--- config.mk ---
export PLATFORM = sky130hd
export DESIGN_NAME = conv_mac_responder_flat
export DESIGN_NICKNAME = d
export VERILOG_FILES = /design/src/rtl/conv_mac_responder_if.sv /design/src/rtl/conv_mac_responder.sv /design/src/flat_wrapper.sv
export SDC_FILE = /design/constraint.sdc
export NUM_CORES = 1
export LEC_CHECK = 0
export ABC_AREA = 1
export BUFFER_PORTS_ARGS = -buffer_cell sky130_fd_sc_hd__buf_2
export CORE_ASPECT_RATIO = 0.5
export CORE_MARGIN = 3
export CORE_UTILIZATION = 50
export CTS_CLUSTER_DIAMETER = 150
export DETAILED_ROUTE_END_ITERATION = 8
export GPL_ROUTABILITY_DRIVEN = 0
export PLACE_DENSITY = 0.71
export SKIP_LAST_GASP = 1
export SYNTH_ARGS = -nofsm -noshare
export SYNTH_HDL_FRONTEND = slang
export SYNTH_SLANG_ARGS = --single-unit
--- constraint.sdc ---
create_clock -name clk -period 4 [get_ports clk]
set_input_delay 0.8 -clock clk [delete_from_list [all_inputs] [get_ports clk]]
set_output_delay 0.8 -clock clk [all_outputs]
set_load 0.01 [all_outputs]
--- src/rtl/conv_mac_responder_if.sv ---
// rtl/conv_mac_responder_if.sv - sample/kernel input and result output channels of the convolution responder
interface conv_mac_responder_if #(
  parameter int LEN    = 4,
  parameter int DATA_W = 8,
  parameter int RES_W  = 2 * DATA_W + $clog2(LEN)
);
  logic [DATA_W-1:0]     in_data;
  logic [LEN*DATA_W-1:0] kernel;
  logic                  in_valid;
  logic                  in_ready;
  logic [RES_W-1:0]      result;
  logic                  out_valid;
  logic                  out_ready;

  // producer of samples and consumer of results
  modport master (
    output in_data, kernel, in_valid, out_ready,
    input  in_ready, result, out_valid
  );

  // the responder datapath
  modport slave (
    input  in_data, kernel, in_valid, out_ready,
    output in_ready, result, out_valid
  );
endinterface

--- src/rtl/conv_mac_responder.sv ---
// rtl/conv_mac_responder.sv - sliding-window dot product computed serially with one multiplier
module conv_mac_responder #(
  parameter int LEN    = 4,
  parameter int DATA_W = 8,
  parameter int RES_W  = 2 * DATA_W + $clog2(LEN)
) (
  input logic                 clk,
  input logic                 rst,
  conv_mac_responder_if.slave bus
);
  localparam int IDX_W = $clog2(LEN);

  localparam logic [1:0] S_IDLE = 2'd0;
  localparam logic [1:0] S_CALC = 2'd1;
  localparam logic [1:0] S_DONE = 2'd2;

  logic [1:0]          state_q, state_d;
  logic [DATA_W-1:0]   win_q  [LEN];
  logic [DATA_W-1:0]   win_d  [LEN];
  logic [DATA_W-1:0]   kern_q [LEN];
  logic [DATA_W-1:0]   kern_d [LEN];
  logic [RES_W-1:0]    acc_q, acc_d;
  logic [IDX_W-1:0]    idx_q, idx_d;
  logic [RES_W-1:0]    result_q, result_d;
  logic                out_valid_q, out_valid_d;
  logic [2*DATA_W-1:0] prod;
  logic [RES_W-1:0]    sum;

  // Single shared multiplier: one tap per CALC cycle, product zero-extended
  // (or truncated, for a narrow RES_W) into the accumulator width.
  assign prod = {{DATA_W{1'b0}}, win_q[idx_q]} * {{DATA_W{1'b0}}, kern_q[idx_q]};
  assign sum  = acc_q + RES_W'(prod);

  assign bus.in_ready  = (state_q == S_IDLE);
  assign bus.result    = result_q;
  assign bus.out_valid = out_valid_q;

  // Next-state logic: accept in IDLE, accumulate LEN taps, hold result until taken
  always_comb begin
    state_d     = state_q;
    win_d       = win_q;
    kern_d      = kern_q;
    acc_d       = acc_q;
    idx_d       = idx_q;
    result_d    = result_q;
    out_valid_d = out_valid_q;
    case (state_q)
      S_IDLE: begin
        if (bus.in_valid) begin
          win_d[0] = bus.in_data;
          for (int k = 1; k < LEN; k++) begin
            win_d[k] = win_q[k-1];
          end
          for (int j = 0; j < LEN; j++) begin
            kern_d[j] = bus.kernel[j*DATA_W +: DATA_W];
          end
          acc_d   = '0;
          idx_d   = '0;
          state_d = S_CALC;
        end
      end
      S_CALC: begin
        acc_d = sum;
        idx_d = idx_q + IDX_W'(1);
        if (idx_q == IDX_W'(LEN - 1)) begin
          result_d    = sum;
          out_valid_d = 1'b1;
          state_d     = S_DONE;
        end
      end
      S_DONE: begin
        if (bus.out_ready) begin
          out_valid_d = 1'b0;
          state_d     = S_IDLE;
        end
      end
      default: begin
        state_d     = S_IDLE;
        out_valid_d = 1'b0;
      end
    endcase
  end

  // State registers; reset wins over any accept or completion in the same cycle
  always_ff @(posedge clk) begin
    if (rst) begin
      state_q     <= S_IDLE;
      acc_q       <= '0;
      idx_q       <= '0;
      result_q    <= '0;
      out_valid_q <= 1'b0;
      for (int k = 0; k < LEN; k++) begin
        win_q[k]  <= '0;
        kern_q[k] <= '0;
      end
    end else begin
      state_q     <= state_d;
      acc_q       <= acc_d;
      idx_q       <= idx_d;
      result_q    <= result_d;
      out_valid_q <= out_valid_d;
      for (int k = 0; k < LEN; k++) begin
        win_q[k]  <= win_d[k];
        kern_q[k] <= kern_d[k];
      end
    end
  end
endmodule

--- src/flat_wrapper.sv ---
// flat-port wrapper written by rule: the top's interface ports become plain ports
module conv_mac_responder_flat 
#(
  parameter int LEN    = 4,
  parameter int DATA_W = 8,
  parameter int RES_W  = 2 * DATA_W + $clog2(LEN)
)
  (clk, rst, bus_in_data, bus_kernel, bus_in_valid, bus_out_ready, bus_in_ready, bus_result, bus_out_valid);
  conv_mac_responder_if #(.LEN(LEN), .DATA_W(DATA_W), .RES_W(RES_W)) bus_i ();
  input logic clk;
  input logic rst;
  input wire logic [$bits(bus_i.in_data)-1:0] bus_in_data;
  input wire logic [$bits(bus_i.kernel)-1:0] bus_kernel;
  input wire logic [$bits(bus_i.in_valid)-1:0] bus_in_valid;
  input wire logic [$bits(bus_i.out_ready)-1:0] bus_out_ready;
  output wire logic [$bits(bus_i.in_ready)-1:0] bus_in_ready;
  output wire logic [$bits(bus_i.result)-1:0] bus_result;
  output wire logic [$bits(bus_i.out_valid)-1:0] bus_out_valid;
  assign bus_i.in_data = bus_in_data;
  assign bus_i.kernel = bus_kernel;
  assign bus_i.in_valid = bus_in_valid;
  assign bus_i.out_ready = bus_out_ready;
  assign bus_in_ready = bus_i.in_ready;
  assign bus_result = bus_i.result;
  assign bus_out_valid = bus_i.out_valid;
  conv_mac_responder #(.LEN(LEN), .DATA_W(DATA_W), .RES_W(RES_W)) u_core (.clk(clk), .rst(rst), .bus(bus_i));
endmodule
Word level (Yosys, flattened, before mapping)
Cells that the tools add are included.
{"block": "classes", "addsub": 2, "multipliers": 1, "n_lt_le_gt_ge": 1, "eq_ne": 6, "mux": 17, "n_bitwise": 2, "n_reduce_logical": 7}
{"cell": "$pmux 18 s2", "count": 1}
{"cell": "$bmux 8 s2", "count": 2}
{"cell": "$mux 8", "count": 4}
{"cell": "$add 18x16->18", "count": 1}
{"cell": "$mux 18", "count": 1}
{"cell": "$mul 8x8->16", "count": 1}
{"cell": "$mux 2", "count": 4}
{"cell": "$pmux 2 s3", "count": 1}
{"cell": "$reduce_and 2->1", "count": 3}
{"cell": "$reduce_and 3->1", "count": 2}
{"cell": "$eq 2x2->1 const B", "count": 2}
{"cell": "$ne 2x2->1 const B", "count": 2}
{"cell": "$pmux 2 s2", "count": 1}
{"cell": "$ge 3x3->1 const B", "count": 1}
{"cell": "$not 2->3", "count": 1}
{"cell": "$pmux 1 s3", "count": 1}
{"cell": "$add 2x1->2 const B", "count": 1}
{"cell": "$eq 2x1->1 const B", "count": 1}
{"cell": "$logic_not 2->1", "count": 1}
{"cell": "$mux 1", "count": 2}
{"cell": "$ne 2x1->1 const B", "count": 1}
{"cell": "$reduce_bool 2->1", "count": 1}
{"cell": "$not 1->1", "count": 1}
{"block": "word_totals", "ff_bits": 105, "output_inout_bits": 20}

Longest topological paths before layout
Gate-level depths: netlist (run 1).
{"block": "depth", "ltp_word": 7, "depth_mapped": 27, "ltp_nobuf": 25}

Worst setup path before layout (run 1)
No wires, ideal clock.
{"block": "synth_path", "path_kind": "register to register", "start": "reg u_core.idx_q[0]", "end": "reg u_core.acc_q[10]", "arrival_ns": 4.294, "path_slack_ns": -0.365, "path_stages_with_launch": 22, "path_buffers": 2, "period_less_slack_ns": 4.365, "path_cell_list": "dfxtp_1 > buf_6 > buf_6 > nand2_1 > a32oi_4 > inv_2 > nor2_1 > fa_1 > fa_1 > fa_1 > inv_1 > fa_1 > inv_1 > ha_1 > nand2_1 > inv_1 > nand2_1 > nand2_1 > a21oi_1 > xor2_1 > nand2_1 > a21oi_1"}
{"block": "synth_via", "elab_chain_cells": 7}
{"element": "start, declared", "line": "conv_mac_responder.sv:23", "text": "logic [IDX_W-1:0] idx_q, idx_d;"}
{"element": "start signal, assigned", "line": "conv_mac_responder.sv:99", "text": "idx_q <= idx_d;"}
{"element": "$not 2->3 (implied by the code) *", "line": "conv_mac_responder.sv:31", "text": "assign prod = {{DATA_W{1'b0}}, win_q[idx_q]} * {{DATA_W{1'b0}}, kern_q[idx_q]};"}
{"element": "$bmux 8 s2", "line": "conv_mac_responder.sv:31"}
{"element": "$mux 8 (implied by the code) (2 in series)", "line": "conv_mac_responder.sv:31"}
{"element": "$mul 8x8->16 *", "line": "conv_mac_responder.sv:31"}
{"element": "$add 18x16->18 *", "line": "conv_mac_responder.sv:32", "text": "assign sum = acc_q + RES_W'(prod);"}
{"element": "$pmux 18 s2 *", "line": "conv_mac_responder.sv:47", "text": "case (state_q)"}
{"element": "end signal, assigned", "line": "conv_mac_responder.sv:88", "text": "acc_q <= '0;"}
{"element": "end signal, assigned", "line": "conv_mac_responder.sv:98", "text": "acc_q <= acc_d;"}
{"element": "end, declared", "line": "conv_mac_responder.sv:22", "text": "logic [RES_W-1:0] acc_q, acc_d;"}
Every way passes the cells marked *; elsewhere a longest branch is shown, timed or not. The select of a mux whose other input is x is not followed.
A chain may end at the register's enable or synchronous reset.

Final worst setup path (run 1)
{"block": "layout_path", "start": "reg u_core.idx_q[1]", "end": "reg u_core.result_q[14] (netlist: u_core.bus.result[14])"}
{"block": "layout_via", "elab_chain_cells": 6}
{"element": "$not 2->3 (implied by the code)", "line": "conv_mac_responder.sv:31"}
{"element": "$bmux 8 s2", "line": "conv_mac_responder.sv:31"}
{"element": "$mux 8 (implied by the code) (2 in series)", "line": "conv_mac_responder.sv:31"}
{"element": "$mul 8x8->16", "line": "conv_mac_responder.sv:31"}
{"element": "$add 18x16->18", "line": "conv_mac_responder.sv:32"}
{"element": "end signal, assigned", "line": "conv_mac_responder.sv:100", "text": "result_q <= result_d;"}
{"element": "end, declared", "line": "conv_mac_responder.sv:24", "text": "logic [RES_W-1:0] result_q, result_d;"}
Several ways; a longest one is shown, not always the timed one. The select of a mux whose other input is x is not followed.

==> reports/qor.yml, run 1 <==
max_stage_delay_ps: 500
ys_types: 32
synth_warnings: 0
grt_overflow: 0
slew_headroom_pct: 56.3
fin_crit_sh_pct: 115
drc: 0
antenna_found_initial: 0
root_buffer: "clkbuf_16"
failed_checks: "setup timing"
setup_violations: 28
routed_wl_um: 18900
syn2layout_area_growth_pct: 27.0
ioPinCount: 64
finalNetCount: 1249
hold_buffers: 0
clock_path_buffers: 2
cts_inserted_buffers: 9
drv_slew: 0
grt_use_total_pct: 22.8
timing.setup.tns_ps: -12590
synthesis.area_mm2: 0.00729
drt-initial-drc-count: 596
start_kind: "flop"
clk_latency_ps: 360
hpwl_um: 13200
vias_per_cell: 5.03
firstDrtPassIters: 6
max_freq_mhz: 217
min_path_type: "reg -> reg"
postSynthAreaPerCell_um2: 7.40
maxCapViolations: 0
seq_area_frac_synth_pct: 28.8
crit_path_start: "u_core.idx_q[1]"
clkTransAtPathRegs_ps: 80
status: "finished, violations left"
drive_gt1_share_pct: 29.8
syn_inst: 985
grt_pass1_vias: 6387
r2r-start: "u_core.idx_q[1]"
p_leak_nw: 4.48
power_density_mw_per_mm2: 387
rows: 30
rsz0062_at_grt: "yes"
start_util_pct: 52.5
via_count: 6599
syn_nets: 1120
cts_tree: "built"
die_w_um: 177
dieArea_mm2: 0.0161
ir_drop_mv: 0.255
finish.instance_area_mm2: 0.00925
clkSinkCount: 105
clock_skew_ps: 11.5
post_dp_cell_area_mm2: 0.00820
ys_seq_elements: 105
fin_worst_hold_slack_ps: 468
hold_violations: 0
final.setup.worst_slack_ps: -605
diodes: 0
grt_max_degree: 67
cp-end-kind: "flop"
die_h_um: 91.4
final_cell_mix: "nand2_1 (170), nor2_1 (153), inv_1 (139)"
crit_arrival_ps: 4870
tightest_slew_ps: 656
path_class: "reg -> reg"
min-delay-start: "u_core.bus.result[5]"
critical_path.max_fanout: 8
path_common_cell: "nand2_1"
grt_pass1_wl_um: 30100
cp.required_ps: 4260
final_core_util_pct: 66.6
cts-htree-levels: 3
postRouteAntennaNets: 0
portBuffers: 63
post_drt_wl_per_cell_um: 14.4
final_common_cell: "nand2_1"
crit_slowest_cell: "fa_2"
coreArea_mm2: 0.0139
period_needed_ps: 4610
total_power_mw: 3.58
-- worst paths after layout --
check / to / slack, ps / cells past startpoint
worst min-delay path: u_core.bus.result[5] / 470 / 2
worst max-delay path: u_core.bus.result[14] / -610 / 25
worst min register to register: u_core.bus.result[5] / 470 / 2
worst max register to register: u_core.bus.result[14] / -610 / 25
-- metal layers --
metal  vias to the layer above  wire length, um  global-route usage, %
met3                        41             1010                   4.18
met2                       190             8860                   37.4
met4                         0              368                   6.01
li1                       3274                -                      -
met5                         -                0                      0
met1                      3094             8690                   31.0
-- synth_stat cells --
master,count,area (um^2)
nand3b_1,3,22.5
ha_1,41,513
clkbuf_1,12,45.0
clkbuf_2,3,15.0
nor2_4,1,11.3
xor2_1,5,43.8
a21oi_1,51,255
nor2_8,1,20.0
nor2_2,1,6.26
dfxtp_1,105,2100
o21ai_0,58,290
nand3_1,19,95.1
buf_4,6,45.0
nor2_1,174,653
a32oi_4,3,82.6
fa_1,50,1000
buf_6,15,169
xnor2_1,2,17.5
inv_1,154,578
o21ai_1,13,65.1
a32oi_2,13,211
nand4_1,3,18.8
nand3_2,1,10.0
buf_2,6,30.0
o21a_1,6,45.0
a211oi_2,1,12.5
nand2_1,210,788
nand2_4,1,11.3
inv_2,20,75.1
o21bai_1,5,37.5
clkinv_4,1,8.76
a21o_1,1,7.51
-- worst max-delay path, delay by kind of cell, from the launching register on --
kind	cells	cell delay (ps)
buffers and inverters	9	770
adder cells (fa/ha/maj)	5	2250
AO/OA/AOI/OAI	1	320
AND/OR/NAND/NOR	10	810
flip-flops	1	360
-- timing repair --
action / in CTS / in global routing
gates resized for setup: 40 / 95
cloned: 0 / 1
endpoints found under the setup margin: 28 / 28
buffers inserted: 14 / 13
pin swaps: 28 / 56
-- layout make-up --
class,instances,area (um^2)
clock buffers,9,225
multi-input cells,663,4780
inverters,175,677
clock inverters,7,80.1
fillers,1111,4630
well taps,192,240
repair buffers,160,1150
flip-flops and latches,105,2110
-- sequential cells by signal (all words and copies together) (netlist names) --
register	flops
u_core.acc_q	18
u_core.bus.out_valid	1
u_core.kern_q	32
u_core.win_q	32
u_core.bus.result	18
u_core.idx_q	2
u_core.state_q	2
-- kinds of logic (layout without fill, tap and decap cells) --
group           Yosys count  in the layout  synth area share [%]
flops                   105            105                  28.8
simple gates            414            414                  22.5
buf+inv                 217            351                  13.3
compound gates          151            151                  13.8
xor+xnor                  7              7                 0.841
fa+ha+maj                91             91                  20.8
-- per-stage QoR --
| step | setup WS (ps) | std cells |
|---|---|---|
| 4_1_cts | -487 | 1298 |
| 3_5_place_dp | -669 | 1268 |
| 3_3_place_gp | -649 | 1268 |
| 5_1_grt | -828 | 1311 |
| 2_1_floorplan | -184 | 985 |
| 6_report | -605 | 1311 |
-- where the power goes --
| part | switching [mW] | internal [mW] |
|---|---|---|
| Combinational | 0.825 | 0.657 |
| Clock | 0.473 | 0.450 |
| Sequential | 0.0545 | 1.12 |
Note: power is estimated with default switching activity, not from simulation.
==> run 2, diff against run 1 <==
--- a/config.mk
+++ b/config.mk
@@ -11,8 +11,9 @@
 export CORE_MARGIN = 3
 export CORE_UTILIZATION = 50
+export CTS_BUF_LIST = sky130_fd_sc_hd__clkbuf_4 sky130_fd_sc_hd__clkbuf_8
 export CTS_CLUSTER_DIAMETER = 150
 export DETAILED_ROUTE_END_ITERATION = 8
 export GPL_ROUTABILITY_DRIVEN = 0
-export PLACE_DENSITY = 0.71
+export PLACE_DENSITY_LB_ADDON = 0.15
 export SKIP_LAST_GASP = 1
 export SYNTH_ARGS = -nofsm -noshare
==> constraint.sdc (replaced) <==
create_clock -name clk -period 4 [get_ports clk]
set_input_delay 0.8 -clock clk [delete_from_list [all_inputs] [get_ports clk]]
set_output_delay 0.8 -clock clk [all_outputs]
set_load 0.005 [all_outputs]
==> reports/qor.yml, run 2 (synthesized netlist as in run 1, its figures left out) <==
status: "finished, violations left"  # unchanged
failed_checks: "setup timing"  # unchanged
diodes: 0  # unchanged
slew_headroom_pct: 56.4  # was 56.3%
cp.required_ps: 4330  # was 4260 ps
clkSinkCount: 105  # unchanged
max_stage_delay_ps: 550  # was 500 ps
hold_violations: 0  # unchanged
firstDrtPassIters: 7  # was 6
path_cells: "clkinv_8, nand2_1, a32oi_4, buf_4, inv_2, nor2_2, fa_1, inv_1, fa_1, fa_1, fa_1, inv_1, ha_4, buf_4, nand2_2, nor2_2, nand2_1, nand3_2, xor2_1, nand2_1, a21oi_1"
setup_violations: 28  # unchanged
period_needed_ps: 4520  # was 4610 ps
final_common_cell: "nand2_1"  # unchanged
start_util_pct: 52.5  # unchanged
vias_per_cell: 4.92  # was 5.03
path_class: "reg -> reg"  # unchanged
fin_crit_sh_pct: 113  # was 115%
rows: 30  # unchanged
stdcell_count: 1298  # was 1,311
clk_latency_ps: 420  # was 360 ps
die_w_um: 177  # unchanged
r2r_setup_slack_ps: -520  # was -610 ps
maxCapViolations: 0  # unchanged
coreArea_mm2: 0.0139  # unchanged
dpl.cell_count: 1271  # was 1,268
max_freq_mhz: 221  # was 217 MHz
crit_arrival_ps: 4850  # was 4870 ps
path_common_cell: "fa_1"  # was nand2_1
clock_skew_ps: 27.4  # was 11.5 ps
drc: 0  # unchanged
cp-end-kind: "flop"  # unchanged
hold_buffers: 0  # unchanged
finalNetCount: 1236  # was 1,249
ioPinCount: 64  # unchanged
portBuffers: 63  # unchanged
routed_wl_um: 18100  # was 18,900 um
clock_path_buffers: 2  # unchanged
cts_tree: "built"  # unchanged
drt-initial-drc-count: 343  # was 596
ir_drop_mv: 0.193  # was 0.255 mV
start_kind: "flop"  # unchanged
fin_worst_hold_slack_ps: 470  # was 468 ps
root_buffer: "clkbuf_8"  # was clkbuf_16
grt_max_degree: 67  # unchanged
dieArea_mm2: 0.0161  # unchanged
antenna_found_initial: 0  # unchanged
final.setup.worst_slack_ps: -523  # was -605 ps
clkTransAtPathRegs_ps: 110  # was 80 ps
crit_slowest_cell: "fa_1"  # was fa_2
min_path_type: "reg -> reg"  # unchanged
grt_pass1_vias: 6277  # was 6,387
die_h_um: 91.4  # unchanged
final_cell_mix: "nand2_1 (196), nor2_1 (159), inv_1 (143)"  # was nand2_1 (170), nor2_1 (153), inv_1 (139)
grt_use_total_pct: 23.9  # was 22.8%
via_count: 6392  # was 6,599
drv_slew: 0  # unchanged
drive_gt1_share_pct: 24.8  # was 29.8%
critical_path.max_fanout: 31  # was 8
power_density_mw_per_mm2: 370  # was 387 mW/mm^2
syn2layout_area_growth_pct: 20.9  # was 27.0%
p_leak_nw: 4.29  # was 4.48 nW
rsz0062_at_grt: "yes"  # unchanged
tightest_slew_ps: 653  # was 656 ps
fillers: 1234  # was 1,111
grt_overflow: 0  # unchanged
grt_pass1_wl_um: 31100  # was 30,100 um
postRouteAntennaNets: 0  # unchanged
cts_inserted_buffers: 9  # unchanged
hpwl_um: 13400  # was 13,200 um
post_drt_wl_per_cell_um: 14.0  # was 14.4 um
top_regs: "u_core.kern_q x32, u_core.win_q x32"  # unchanged
cts-htree-levels: 3  # unchanged
## run 2: per-layer routing
layer | global-route usage (%) | share of wire, % | vias up
met5 | 0 | 0 | -
met2 | 36.8 | 44 | 139
met3 | 5.22 | 5.3 | 15
li1 | - | - | 3244
met4 | 4.57 | 1.1 | 0
met1 | 34.7 | 50 | 2994
## run 2: where the power goes
| group | switching [mW] | internal (mW) | total, mW | leakage (nW) |
|---|---|---|---|---|
| sequential | 0.0537 | 1.12 | 1.17 | 0.862 |
| combinational | 0.731 | 0.611 | 1.34 | 3.32 |
| clock | 0.435 | 0.307 | 0.743 | 0.109 |
| total | 1.22 | 2.04 | 3.26 | 4.29 |
## run 2: area by class of cell
class,count,area (um^2),share of cell area (%)
Tap cell,192,240,2.73
Clock inverter,7,92.6,1.05
Sequential cell,105,2110,23.9
Inverter,175,674,7.65
Clock buffer,9,124,1.41
Multi-Input combinational cell,663,4530,51.4
Timing Repair Buffer,147,1040,11.9
## run 2: path summary, 6_finish.rpt
check / start / cells after the start / end
max reg2reg: u_core.idx_q[0] / 21 / u_core.acc_q[9]
max: u_core.idx_q[0] / 21 / u_core.acc_q[9]
min reg2reg: u_core.bus.result[3] / 2 / u_core.bus.result[3]
min: u_core.bus.result[3] / 2 / u_core.bus.result[3]
## run 2: worst max-delay path, delay by kind of cell (launching register included)
family,cells,cell delay [ps]
xor gates and xnor gates,1,220
and+or+nand+nor,7,580
DFF,1,470
AOI/OAI and AO/OA,2,270
adders and majority gates,5,2300
buffers and inverters,6,610
## run 2: through the flow
step	total power [mW]	setup TNS, ps	area (um^2)	util [%]	setup WS, ps
floorplan	1.98	-2560	7420	-	-184
global placement	2.40	-10560	8230	59.3	-475
detailed placement	2.41	-12910	8230	59.3	-547
CTS	3.24	-11250	8680	62.5	-498
global route	3.50	-17900	8810	63.5	-774
finish	3.26	-11570	8810	63.5	-523
## run 2: timing repair
action / CTS / global route
setup endpoints to repair: 28 / 28
pin swaps: 16 / 12
setup buffers: 5 / 4
cloned: 1 / 1
gates resized for setup: 39 / 22
